--- src/rtl/core_l1_port_pkg.sv ---
// Shared types and default widths for the core-to-L1 load/store port.
package core_l1_port_pkg;

    // Lifecycle of one outstanding-table entry
    typedef enum logic [1:0] {
        ENT_FREE = 2'd0,
        ENT_PEND = 2'd1,
        ENT_DONE = 2'd2
    } ent_state_e;

    localparam int ADDR_W_DEF = 32;
    localparam int DATA_W_DEF = 32;
    localparam int TAG_W_DEF  = 2;

endpackage

--- src/rtl/core_l1_port.sv ---
// Core-side load/store port: tags ops to L1, tracks out-of-order responses, retires results in order.
// Optional counters stat_issued/stat_stall when CORE_L1_PORT_STATS_EN is defined.
//
// state    | meaning
// ENT_FREE | slot unused, may be allocated at tail
// ENT_PEND | request issued, waiting for L1 response
// ENT_DONE | response captured, waiting to retire at head
module core_l1_port
    import core_l1_port_pkg::*;
#(
    parameter int ADDR_W = ADDR_W_DEF,
    parameter int DATA_W = DATA_W_DEF,
    parameter int TAG_W  = TAG_W_DEF,
    localparam int BE_W  = DATA_W / 8
) (
    input  logic              clk,
    input  logic              rst_n,

    input  logic              op_valid,
    output logic              op_ready,
    input  logic              op_we,
    input  logic [ADDR_W-1:0] op_addr,
    input  logic [DATA_W-1:0] op_wdata,
    input  logic [BE_W-1:0]   op_be,

    output logic              res_valid,
    input  logic              res_ready,
    output logic              res_we,
    output logic [DATA_W-1:0] res_rdata,

    output logic              req_valid,
    input  logic              req_ready,
    output logic              req_we,
    output logic [ADDR_W-1:0] req_addr,
    output logic [DATA_W-1:0] req_wdata,
    output logic [BE_W-1:0]   req_be,
    output logic [TAG_W-1:0]  req_tag,

    input  logic              rsp_valid,
    input  logic [TAG_W-1:0]  rsp_tag,
    input  logic [DATA_W-1:0] rsp_rdata,

    output logic              err_unexp
`ifdef CORE_L1_PORT_STATS_EN
    ,
    output logic [31:0]       stat_issued,
    output logic [31:0]       stat_stall
`endif
);

    localparam int DEPTH = 2 ** TAG_W;
    localparam logic [TAG_W:0] DEPTH_CNT = (TAG_W + 1)'(DEPTH);

    ent_state_e        ent_state [DEPTH];
    logic              ent_we    [DEPTH];
    logic [DATA_W-1:0] ent_data  [DEPTH];

    logic [TAG_W-1:0]  head;
    logic [TAG_W-1:0]  tail;
    logic [TAG_W:0]    count;
    logic              run_q;

    logic              full;
    logic              issue;
    logic              retire;
    logic              rsp_hit;

    // run_q holds the handshakes low while reset is asserted and for the first edge after
    assign full      = (count == DEPTH_CNT);
    assign req_valid = run_q && op_valid && !full;
    assign op_ready  = run_q && req_ready && !full;
    assign req_we    = op_we;
    assign req_addr  = op_addr;
    assign req_wdata = op_wdata;
    assign req_be    = op_be;
    assign req_tag   = tail;

    assign res_valid = (ent_state[head] == ENT_DONE);
    assign res_we    = ent_we[head];
    assign res_rdata = ent_data[head];

    assign issue   = req_valid && req_ready;
    assign retire  = res_valid && res_ready;
    assign rsp_hit = rsp_valid && (ent_state[rsp_tag] == ENT_PEND);

    // Issue targets a FREE tail, retire a DONE head and a hit a PEND entry, so the three never collide
    always_ff @(posedge clk or negedge rst_n) begin
        if (!rst_n) begin
            for (int i = 0; i < DEPTH; i++) begin
                ent_state[i] <= ENT_FREE;
                ent_we[i]    <= 1'b0;
                ent_data[i]  <= '0;
            end
            head      <= '0;
            tail      <= '0;
            count     <= '0;
            run_q     <= 1'b0;
            err_unexp <= 1'b0;
        end else begin
            run_q <= 1'b1;
            if (issue) begin
                ent_state[tail] <= ENT_PEND;
                ent_we[tail]    <= op_we;
                tail            <= tail + 1'b1;
            end
            if (rsp_hit) begin
                ent_state[rsp_tag] <= ENT_DONE;
                ent_data[rsp_tag]  <= rsp_rdata;
            end
            if (rsp_valid && !rsp_hit) begin
                err_unexp <= 1'b1;
            end
            if (retire) begin
                ent_state[head] <= ENT_FREE;
                head            <= head + 1'b1;
            end
            case ({issue, retire})
                2'b10:   count <= count + 1'b1;
                2'b01:   count <= count - 1'b1;
                default: count <= count;
            endcase
        end
    end

`ifdef CORE_L1_PORT_STATS_EN
    always_ff @(posedge clk or negedge rst_n) begin
        if (!rst_n) begin
            stat_issued <= '0;
            stat_stall  <= '0;
        end else begin
            if (issue) begin
                stat_issued <= stat_issued + 32'd1;
            end
            if (op_valid && !op_ready) begin
                stat_stall <= stat_stall + 32'd1;
            end
        end
    end
`endif

endmodule

--- config.mk ---
export PLATFORM = sky130hd
export DESIGN_NAME = core_l1_port
export DESIGN_NICKNAME = d
export VERILOG_FILES = /design/src/rtl/core_l1_port_pkg.sv /design/src/rtl/core_l1_port.sv
export SDC_FILE = /design/constraint.sdc
export NUM_CORES = 1
export LEC_CHECK = 0
export ABC_AREA = 0
export CAP_MARGIN = 20
export CORE_MARGIN = 3
export CORE_UTILIZATION = 35
export CTS_CLUSTER_SIZE = 14
export DETAILED_ROUTE_END_ITERATION = 10
export SYNTH_ARGS = -nofsm -noshare
export SYNTH_HDL_FRONTEND = slang
export SYNTH_SLANG_ARGS = --single-unit
--- constraint.sdc ---
create_clock -name clk -period 3.3 [get_ports clk]
set_clock_uncertainty 0.15 [all_clocks]
set_input_delay 0.33 -clock clk [delete_from_list [all_inputs] [get_ports clk]]
set_output_delay 0.33 -clock clk [all_outputs]
set_load 0.01 [all_outputs]
== Yosys cells after proc, flatten, opt, wreduce, memory -nomap -nowiden ==
Index checks and enable logic that the tools add are counted.
Word-level totals
  ROM bits: 0
  logic and storage cells: 85
  bits of input ports: 109
  memories kept: 0
  output and inout bits: 108
  latch bits: 0
  memory bits (writable): 0
  flip-flop bits (word level): 149
Cells by class
  shift operators: 0
  $mul: 0
  eq/ne operators: 5
  $lt $le $gt $ge: 6
  div/mod/pow operators: 0
  add/subtract/negate cells: 4
  reductions and logical operators: 14
  muxes and demuxes: 28
  bitwise logic cells: 11
Operators with widths (number)
  $bwmux 128: 1
  $mux 32: 3
  $bmux 32 s2: 1
  $demux 32 s2: 1
  $mux 8: 3
  $mux 2: 7
  $demux 2 s2: 3
  $logic_and 1x1->1: 11
  $ge 3x3->1 const B: 3
  $lt 3x1->1 const B: 3
  $not 2->3: 3
  $and 4x4->4: 2
  $and 8x8->8: 1
  $bmux 2 s2: 2
  $not 4->4: 2
  $not 8->8: 1
  $or 4x4->4: 2
  $pmux 3 s2: 1
  $add 2x1->2 const B: 2
  $bwmux 4: 1
  $eq 2x1->1 const B: 2
  $eq 2x2->1 const B: 2
  $add 3x1->3 const B: 1
  $eq 3x3->1 const B: 1
  other kinds (6): 9

== Depth between registers and ports, before layout ==
Gate-level depths: netlist (run 1).
  word-level depth: 12
  mapped depth: 10
  gate-level depth less buffers: 8

== Worst setup path after synthesis (run 1) ==
OpenSTA, ideal clock, no wires.
  kind: flip-flop to flip-flop
  start point: register head[1]
  end point: register count[2]
  path buffers: 2
  stages on the path, launching flop included: 11
  arrival: 2.325 ns
  setup slack: 0.700 ns
  period minus slack after synthesis: 2.600 ns
  cell sequence: dfrtp_1 > buf_6 > inv_4 > mux4_2 > buf_6 > and2_1 > ha_1 > fa_1 > xnor2_1 > nor2_1 > xor2_1
Between the ends
  cells in the longest elaborated chain, start to end: 8
  elaborated cells on any way between the ends: 10
  classes of those cells: eq/ne (3); mux (4); bitwise (1); reduce/logical (2)
RTL lines
  start, declared: RTL line core_l1_port.sv:58  | logic [TAG_W-1:0] head;
  start signal, assigned: RTL line core_l1_port.sv:115  | head <= head + 1'b1;
  $not 2->3 (implied by the code) (*): RTL line core_l1_port.sv:78  | assign res_valid = (ent_state[head] == ENT_DONE);
  $bmux 2 s2 (*): RTL line core_l1_port.sv:78
  $mux 2 (implied by the code) (*) (2 in series): RTL line core_l1_port.sv:78
  $eq 2x2->1 (*): RTL line core_l1_port.sv:78
  net res_valid: RTL line core_l1_port.sv:26  | output logic res_valid,
  $logic_and 1x1->1 (*): RTL line core_l1_port.sv:83  | assign retire = res_valid && res_ready;
  $eq 2x1->1 or $eq 2x2->1 (tied branches): RTL line core_l1_port.sv:117  | case ({issue, retire})
  $pmux 3 s2 or $reduce_bool 2->1 (tied branches)
  end signal, assigned: RTL line core_l1_port.sv:118  | 2'b10: count <= count + 1'b1;
  end signal, assigned: RTL line core_l1_port.sv:119  | 2'b01: count <= count - 1'b1;
  end signal, assigned: RTL line core_l1_port.sv:120  | default: count <= count;
  end, declared: RTL line core_l1_port.sv:60  | logic [TAG_W:0] count;
Mark *: on every way through the listed nets, which the timed path passes. The rest lies on a longest branch. The select of a mux whose other input is x is not followed.
A chain may end at the register's enable or synchronous reset.

== Worst setup path in the final report (run 1) ==
  start point: register head[1]
  end point: output port res_rdata[27]
Between the ends
  cells in the longest elaborated chain, start to end: 4
RTL lines
  $not 2->3 (implied by the code): RTL line core_l1_port.sv:80  | assign res_rdata = ent_data[head];
  $bmux 32 s2: RTL line core_l1_port.sv:80
  $mux 32 (implied by the code) (2 in series): RTL line core_l1_port.sv:80
  end, declared: RTL line core_l1_port.sv:29  | output logic [DATA_W-1:0] res_rdata,
Every way passes these cells. The select of a mux whose other input is x is not followed.

==> run_summary.xml, run 1 <==
<?xml version="1.0" encoding="UTF-8"?>
<metrics>
  <group name="finish">
    <metric name="multi_input_comb_area" unit="sq mm">0.00291</metric>
    <metric name="nNetsFinal" unit="">630</metric>
    <metric name="insertedDiodeCount" unit="">0</metric>
    <metric name="fillers" unit="">1850</metric>
    <metric name="regArea" unit="sq mm">0.00373</metric>
    <metric name="layout_commonest_cell" unit="">sky130_fd_sc_hd__dfrtp_1</metric>
    <metric name="final_cell_mix" unit="">147 x sky130_fd_sc_hd__dfrtp_1, 129 x sky130_fd_sc_hd__mux2_1, 79 x sky130_fd_sc_hd__clkdlybuf4s50_1</metric>
    <metric name="fraction_of_layout_instances_using_a_drive_strength_above_1" unit="%">16.6</metric>
    <metric name="flow.area_growth_from_synthesis" unit="%">16.7</metric>
  </group>
  <group name="drt">
    <metric name="via_per_inst" unit="">5.08</metric>
    <metric name="dr.first_iter.drc_count" unit="">158</metric>
    <metric name="wl_per_cell" unit="microns">19.1</metric>
    <metric name="firstDrtPassIters" unit="">4</metric>
    <metric name="postRouteAntennaNets" unit="">0</metric>
    <metric name="drt_wl_total" unit="microns">15200</metric>
    <metric name="num_vias" unit="">4035</metric>
    <metric name="remaining_drc_errors" unit="">0</metric>
  </group>
  <group name="power_and_ir_drop">
    <metric name="cell_internal_pwr" unit="mW">5.92</metric>
    <metric name="pwr-share-seq" unit="%">37.3</metric>
    <metric name="sw_frac_of_total" unit="%">29.8</metric>
    <metric name="net_load_switching_power" unit="mW">2.51</metric>
    <metric name="static-leakage-power" unit="nW">3.66</metric>
    <metric name="power-per-cell-area" unit="mW/mm^2">984</metric>
    <metric name="peakVddDrop" unit="V">0.000474</metric>
    <metric name="share_clk_of_total_power" unit="%">24.4</metric>
    <metric name="power.combinational.fraction" unit="%">38.3</metric>
  </group>
  <group name="placed_design">
    <metric name="numPortBuffers" unit="">80</metric>
    <metric name="gp_routability_congestion" unit="">0.814</metric>
    <metric name="dp_hpwl" unit="microns">9780</metric>
  </group>
  <group name="sta">
    <metric name="holdWs" unit="ps">316</metric>
    <metric name="maxClockFrequency" unit="MHz">366</metric>
    <metric name="timing.max_slew.rel_slack" unit="%">42.4</metric>
    <metric name="finalSetupTns" unit="ps">0</metric>
    <metric name="hold_violations" unit="">0</metric>
    <metric name="final_period_minus_worst_setup_slack" unit="ps">2730</metric>
    <metric name="grt_setup_unrepaired" unit="">no</metric>
    <metric name="tightest_slew" unit="ps">862</metric>
    <metric name="finalCritPeriodShare" unit="%">82.7</metric>
    <metric name="final-setup-viol-count" unit="">0</metric>
    <metric name="timing_max_transition_violations_final" unit="">0</metric>
  </group>
  <group name="synthesis">
    <metric name="synth-compound-area-share" unit="%">2.61</metric>
    <metric name="cell_count_after_synthesis" unit="">503</metric>
    <metric name="main_combinational_cell_family_by_area_after_synthesis" unit="">multiplexers</metric>
    <metric name="syn-num-nets" unit="">622</metric>
    <metric name="synth_fa_ha_area_share" unit="%">1.81</metric>
    <metric name="synth.avg_cell_area" unit="sq um">14.6</metric>
    <metric name="synth_mux_area_share" unit="%">30.5</metric>
    <metric name="main_flop_type_after_synthesis" unit="">sky130_fd_sc_hd__dfrtp_1</metric>
    <metric name="synth_enable_flop_cells" unit="">0</metric>
    <metric name="ys_async_sr_fraction" unit="%">100</metric>
    <metric name="post_synth_instance_area" unit="sq mm">0.00734</metric>
    <metric name="yosys_register_bits" unit="">149</metric>
    <metric name="area_share_of_and_or_nand_nor_cells_after_synthesis" unit="%">4.07</metric>
    <metric name="post_synth_num_cell_types" unit="">40</metric>
    <metric name="yosysSeqAreaShare" unit="%">50.8</metric>
    <metric name="synth-xor-area-share" unit="%">0.477</metric>
    <metric name="ys_warn_count" unit="">0</metric>
  </group>
  <group name="floorplan">
    <metric name="die_height" unit="microns">151</metric>
    <metric name="std_cell_rows" unit="">52</metric>
    <metric name="floorplan.initialDensity" unit="%">35.9</metric>
    <metric name="design.die.area" unit="sq mm">0.0228</metric>
    <metric name="num_io_pins" unit="">217</metric>
    <metric name="fp.coreArea" unit="sq mm">0.0204</metric>
    <metric name="die_x" unit="microns">151</metric>
  </group>
  <group name="global_route">
    <metric name="grt_pass1_vias" unit="">4512</metric>
    <metric name="groute.layer.met3.usage" unit="%">4.19</metric>
    <metric name="antenna_found_initial" unit="">1</metric>
    <metric name="global_route.usage.total" unit="%">13.9</metric>
    <metric name="grtUsageMet1" unit="%">17.1</metric>
    <metric name="busiest_layer" unit="">met2</metric>
    <metric name="wire_length_of_the_first_global_routing_pass" unit="microns">24200</metric>
    <metric name="overflow" unit="">0</metric>
    <metric name="grt_max_degree" unit="">85</metric>
    <metric name="global_route.usage.met2" unit="%">23.3</metric>
  </group>
  <group name="clock_tree">
    <metric name="cts.htree.levels" unit="">4</metric>
    <metric name="cts.clk_slew.worst_paths" unit="ps">60</metric>
    <metric name="cts_resized" unit="">0</metric>
    <metric name="tritoncts" unit="">built</metric>
    <metric name="numCtsBuffers" unit="">17</metric>
    <metric name="cts_max_path_buffers" unit="">2</metric>
    <metric name="tritoncts_num_sinks" unit="">149</metric>
    <metric name="clock_tree.root_cell" unit="">sky130_fd_sc_hd__clkbuf_16</metric>
    <metric name="worstSkewPairLatency" unit="ps">410</metric>
  </group>
  <group name="setup_path">
    <metric name="worstSetupEndpointType" unit="">primary output</metric>
    <metric name="worstPathMaxFanout" unit="">38</metric>
    <metric name="timing.critical_path.arrival" unit="ps">2250</metric>
    <metric name="critical_path_class" unit="">reg -&gt; out</metric>
    <metric name="worstSetupStartpointType" unit="">flip-flop</metric>
    <metric name="critPathRequiredTime" unit="ps">2820</metric>
  </group>
  <group name="flow_run">
    <metric name="max_cap_violations" unit="">0</metric>
  </group>
  <group name="hold_path">
    <metric name="holdCritPathClass" unit="">reg -&gt; reg</metric>
  </group>
  <group name="run_status">
    <metric name="run_status" unit="">finished, final reports clean</metric>
  </group>
</metrics>
## critical path, cell delays in order (launching register included)
cell	delay [ps]
sky130_fd_sc_hd__dfrtp_2	380
sky130_fd_sc_hd__buf_4	510
sky130_fd_sc_hd__mux4_2	430
sky130_fd_sc_hd__clkdlybuf4s50_1	500
## power by group through the flow
stage | Combinational, mW | Sequential, mW | Clock, mW
floorplan | 2.13 | 3.01 | 0
global placement | 3.23 | 3.10 | 0
detailed placement | 3.30 | 3.18 | 0
CTS | 3.31 | 3.15 | 2.12
global route | 3.50 | 3.27 | 2.20
finish | 3.23 | 3.15 | 2.06
## per-layer routing
| metal | wire length [microns] | part of all wire, % | up-vias |
|---|---|---|---|
| met4 | 253 | 1.7 | 2 |
| met1 | 6460 | 43 | 2100 |
| met2 | 7600 | 50 | 112 |
| li1 | - | - | 1782 |
| met5 | 11 | 0.073 | - |
| met3 | 832 | 5.5 | 39 |
## flip-flops by register name, summed over array words and instances (netlist names)
name,count
ent_data,128
ent_state,8
ent_we,4
count,3
head,2
req_tag,2
err_unexp,1
run_q,1
## repair_timing
action                    4_1_cts  5_1_grt
hold endpoints to repair       83        0
setup buffers                   0        0
hold buffers                    1        0
## layout make-up
cell class                      instances  share of cell area (%)
Sequential cell                       149                    43.5
Multi-Input combinational cell        250                    33.9
Timing Repair Buffer                   89                    11.1
Clock buffer                           18                    5.01
Tap cell                              270                    3.94
Clock inverter                         14                    2.34
Inverter                                4                   0.204
## synth_stat cells, types with 2 or more instances
cell / instances / area share, %
sky130_fd_sc_hd__and3_1: 2 / 0.17
sky130_fd_sc_hd__and2_1: 5 / 0.43
sky130_fd_sc_hd__nand2_1: 9 / 0.46
sky130_fd_sc_hd__nand3_1: 4 / 0.27
sky130_fd_sc_hd__mux2_1: 129 / 20
sky130_fd_sc_hd__nand4_1: 5 / 0.43
sky130_fd_sc_hd__nor3b_1: 3 / 0.31
sky130_fd_sc_hd__and4_1: 4 / 0.48
sky130_fd_sc_hd__buf_2: 12 / 0.82
sky130_fd_sc_hd__and3b_1: 2 / 0.24
sky130_fd_sc_hd__inv_1: 3 / 0.15
sky130_fd_sc_hd__buf_6: 2 / 0.31
sky130_fd_sc_hd__ha_1: 9 / 1.5
sky130_fd_sc_hd__buf_4: 77 / 7.9
sky130_fd_sc_hd__a32oi_1: 4 / 0.48
sky130_fd_sc_hd__xnor2_1: 3 / 0.36
sky130_fd_sc_hd__clkbuf_1: 9 / 0.46
sky130_fd_sc_hd__nor2b_1: 3 / 0.26
sky130_fd_sc_hd__and4bb_1: 2 / 0.34
sky130_fd_sc_hd__mux4_2: 34 / 10
sky130_fd_sc_hd__a21oi_1: 4 / 0.27
sky130_fd_sc_hd__o21ai_0: 9 / 0.61
sky130_fd_sc_hd__dfrtp_1: 149 / 51
sky130_fd_sc_hd__a311oi_2: 4 / 0.82
## kinds of logic after synthesis
logic type | count (synthesis)
muxes | 165
DFF | 149
buffers and inverters | 104
and+or+nand+nor | 45
AOI/OAI and AO/OA | 25
adders and majority gates | 10
xor gates and xnor gates | 4
other | 1
## stage by stage
step                      total power, mW  worst slack [ps]  instance area (sq um)  instances  util, %
after floorplan                      5.14               700                   7340        503        -
after global placement               6.33               664                   7930        761     38.8
after detailed placement             6.48               642                   7930        761     38.8
after CTS                            8.58               500                   8570        794     41.9
after global routing                 8.97               475                   8570        794     41.9
final                                8.43               569                   8570        794     41.9
## path summary, 6_finish.rpt
kind,startpoint,endpoint,slack [ps],cells after the start
max,head[1],res_rdata[27],570,3
min,err_unexp,err_unexp,320,1
max reg2reg,ent_state[1],count[2],650,8
min reg2reg,err_unexp,err_unexp,320,1
max in group asynchronous,rst_n,ent_data[20],1810,3
min in group asynchronous,rst_n,req_tag[1],380,2
(Power assumes the default switching activity.)
==> inputs of run 2 (changes only) <==
==> constraint.sdc (replaced) <==
create_clock -name clk -period 2.6 [get_ports clk]
set_clock_uncertainty 0.15 [all_clocks]
set_input_delay 0.26 -clock clk [delete_from_list [all_inputs] [get_ports clk]]
set_output_delay 0.26 -clock clk [all_outputs]
set_load 0.01 [all_outputs]
==> run 2 against run 1 <==
Power rose by 26%. Setup slack got worse by 470 ps. Utilization increased by 0.97 points.
==> run_summary.xml, run 2 (synthesis results as in run 1) <==
<?xml version="1.0" encoding="UTF-8"?>
<metrics>
  <group name="floorplan">
    <metric name="die_x" unit="microns">151</metric>
    <metric name="die_height" unit="microns">151</metric>
    <metric name="fp.coreArea" unit="sq mm">0.0204</metric>
    <metric name="std_cell_rows" unit="">52</metric>
    <metric name="num_io_pins" unit="">217</metric>
    <metric name="floorplan.initialDensity" unit="%">35.9</metric>
    <metric name="design.die.area" unit="sq mm">0.0228</metric>
  </group>
  <group name="drt">
    <metric name="wl_per_cell" unit="microns">19.5</metric>
    <metric name="dr.first_iter.drc_count" unit="">222</metric>
    <metric name="postRouteAntennaNets" unit="">0</metric>
    <metric name="drt_wl_total" unit="microns">15800</metric>
    <metric name="remaining_drc_errors" unit="">0</metric>
    <metric name="num_vias" unit="">4095</metric>
    <metric name="via_per_inst" unit="">5.06</metric>
    <metric name="firstDrtPassIters" unit="">4</metric>
  </group>
  <group name="flow_run">
    <metric name="max_cap_violations" unit="">0</metric>
  </group>
  <group name="power_and_ir_drop">
    <metric name="pwr-share-seq" unit="%">37.6</metric>
    <metric name="net_load_switching_power" unit="mW">3.24</metric>
    <metric name="power-per-cell-area" unit="mW/mm^2">1210</metric>
    <metric name="sw_frac_of_total" unit="%">30.5</metric>
    <metric name="peakVddDrop" unit="V">0.000553</metric>
    <metric name="power" unit="mW">10.6</metric>
    <metric name="power.combinational.fraction" unit="%">38.3</metric>
    <metric name="cell_internal_pwr" unit="mW">7.39</metric>
    <metric name="share_clk_of_total_power" unit="%">24.1</metric>
    <metric name="static-leakage-power" unit="nW">3.93</metric>
  </group>
  <group name="setup_path">
    <metric name="worstPathMaxFanout" unit="">38</metric>
    <metric name="critPathRequiredTime" unit="ps">2190</metric>
    <metric name="worstSetupStartpointType" unit="">flip-flop</metric>
    <metric name="timing.critical_path.arrival" unit="ps">2090</metric>
    <metric name="worstSetupEndpointType" unit="">primary output</metric>
    <metric name="critical_path_class" unit="">reg -&gt; out</metric>
  </group>
  <group name="finish">
    <metric name="largest_register" unit="">ent_data</metric>
    <metric name="insertedDiodeCount" unit="">0</metric>
    <metric name="largest_reg_flops" unit="">128</metric>
    <metric name="multi_input_comb_area" unit="sq mm">0.00291</metric>
    <metric name="fraction_of_layout_instances_using_a_drive_strength_above_1" unit="%">19.6</metric>
    <metric name="nNetsFinal" unit="">646</metric>
    <metric name="registers_with_the_highest_flip_flop_counts" unit="">ent_data x128, ent_state x8, ent_we x4</metric>
    <metric name="final_cell_mix" unit="">146 x sky130_fd_sc_hd__dfrtp_1, 129 x sky130_fd_sc_hd__mux2_1, 48 x sky130_fd_sc_hd__clkdlybuf4s50_1</metric>
    <metric name="regArea" unit="sq mm">0.00373</metric>
    <metric name="layout_commonest_cell" unit="">sky130_fd_sc_hd__dfrtp_1</metric>
    <metric name="flow.area_growth_from_synthesis" unit="%">19.4</metric>
    <metric name="fillers" unit="">1846</metric>
    <metric name="finalInstanceArea" unit="sq mm">0.00877</metric>
  </group>
  <group name="sta">
    <metric name="finalCritPeriodShare" unit="%">96.1</metric>
    <metric name="timing_max_transition_violations_final" unit="">0</metric>
    <metric name="holdWs" unit="ps">214</metric>
    <metric name="finalSetupTns" unit="ps">0</metric>
    <metric name="maxClockFrequency" unit="MHz">400</metric>
    <metric name="timing.max_slew.rel_slack" unit="%">62.8</metric>
    <metric name="hold_violations" unit="">0</metric>
    <metric name="tightest_slew" unit="ps">558</metric>
    <metric name="final_period_minus_worst_setup_slack" unit="ps">2500</metric>
    <metric name="grt_setup_unrepaired" unit="">no</metric>
    <metric name="final-setup-viol-count" unit="">0</metric>
  </group>
  <group name="clock_tree">
    <metric name="cts.clk_slew.worst_paths" unit="ps">60</metric>
    <metric name="clock_tree.root_cell" unit="">sky130_fd_sc_hd__clkbuf_16</metric>
    <metric name="numCtsBuffers" unit="">17</metric>
    <metric name="worstSkewPairLatency" unit="ps">420</metric>
    <metric name="cts.htree.levels" unit="">4</metric>
    <metric name="cts_max_path_buffers" unit="">2</metric>
    <metric name="tritoncts_num_sinks" unit="">149</metric>
    <metric name="tritoncts" unit="">built</metric>
  </group>
  <group name="global_route">
    <metric name="grtUsageMet1" unit="%">19.0</metric>
    <metric name="global_route.usage.total" unit="%">14.7</metric>
    <metric name="wire_length_of_the_first_global_routing_pass" unit="microns">25400</metric>
    <metric name="grt_pass1_vias" unit="">4591</metric>
    <metric name="busiest_layer" unit="">met2</metric>
    <metric name="grt_max_degree" unit="">59</metric>
    <metric name="groute.layer.met3.usage" unit="%">4.37</metric>
    <metric name="global_route.usage.met2" unit="%">24.2</metric>
    <metric name="antenna_found_initial" unit="">0</metric>
    <metric name="overflow" unit="">0</metric>
  </group>
  <group name="run_status">
    <metric name="run_status" unit="">finished, final reports clean</metric>
  </group>
  <group name="placed_design">
    <metric name="gp_routability_congestion" unit="">0.818</metric>
    <metric name="dp_hpwl" unit="microns">10000</metric>
    <metric name="numPortBuffers" unit="">80</metric>
    <metric name="post_detailed_placement_cell_area" unit="sq mm">0.00805</metric>
  </group>
  <group name="hold_path">
    <metric name="holdCritPathClass" unit="">in -&gt; async</metric>
  </group>
</metrics>
## run 2: per-stage QoR
step	setup WS, ps	utilization (%)	instances
after floorplan	30.3	-	503
after global placement	189	39.4	772
after detailed placement	168	39.4	772
after CTS	1.93	42.9	810
after global routing	10.7	42.9	810
final	101	42.9	810
## run 2: cell type report
cell class / instances / share of cell area [%]
Clock buffer: 19 / 5.17
Timing Repair Buffer: 105 / 13.1
Multi-Input combinational cell: 250 / 33.2
Sequential cell: 149 / 42.6
Inverter: 4 / 0.200
Tap cell: 270 / 3.85
Clock inverter: 13 / 1.93
## run 2: layer usage
layer	vias to the layer above	wire, microns
met5	-	0
met4	0	167
met3	21	941
met2	114	7800
met1	2150	6920
li1	1810	-
## run 2: timing repair
| item | 4_1_cts | 5_1_grt |
|---|---|---|
| hold buffers | 1 | 0 |
| setup endpoints to repair | 34 | 15 |
| gates cloned | 2 | 0 |
| resized for setup | 25 | 10 |
| endpoints found under the hold margin | 55 | 0 |
| buffers inserted | 3 | 1 |
## run 2: worst paths after layout
kind | from | to | slack [ps] | cells after the start
worst min register to register | err_unexp | err_unexp | 320 | 1
max in group asynchronous | rst_n | ent_data[120] | 1340 | 3
worst max register to register | ent_state[7] | count[2] | 140 | 8
worst max-delay path | head[1] | res_rdata[11] | 100 | 3
worst min-delay path | rst_n | run_q | 210 | 2
min in group clk | err_unexp | err_unexp | 320 | 1
## run 2: power groups by stage
stage | sequential (mW) | clock (mW) | combinational [mW]
after global routing | 4.14 | 2.75 | 4.47
final | 4.00 | 2.56 | 4.08
after CTS | 4.01 | 2.65 | 4.25
after detailed placement | 4.04 | 0 | 4.25
after global placement | 3.93 | 0 | 4.17
after floorplan | 3.83 | 0 | 2.70
## run 2: critical path, cell delays in order, from the launching register on
cell and delay [ps]:
sky130_fd_sc_hd__dfrtp_2 400, sky130_fd_sc_hd__buf_6 400, sky130_fd_sc_hd__mux4_2 370, sky130_fd_sc_hd__clkdlybuf4s50_1 490
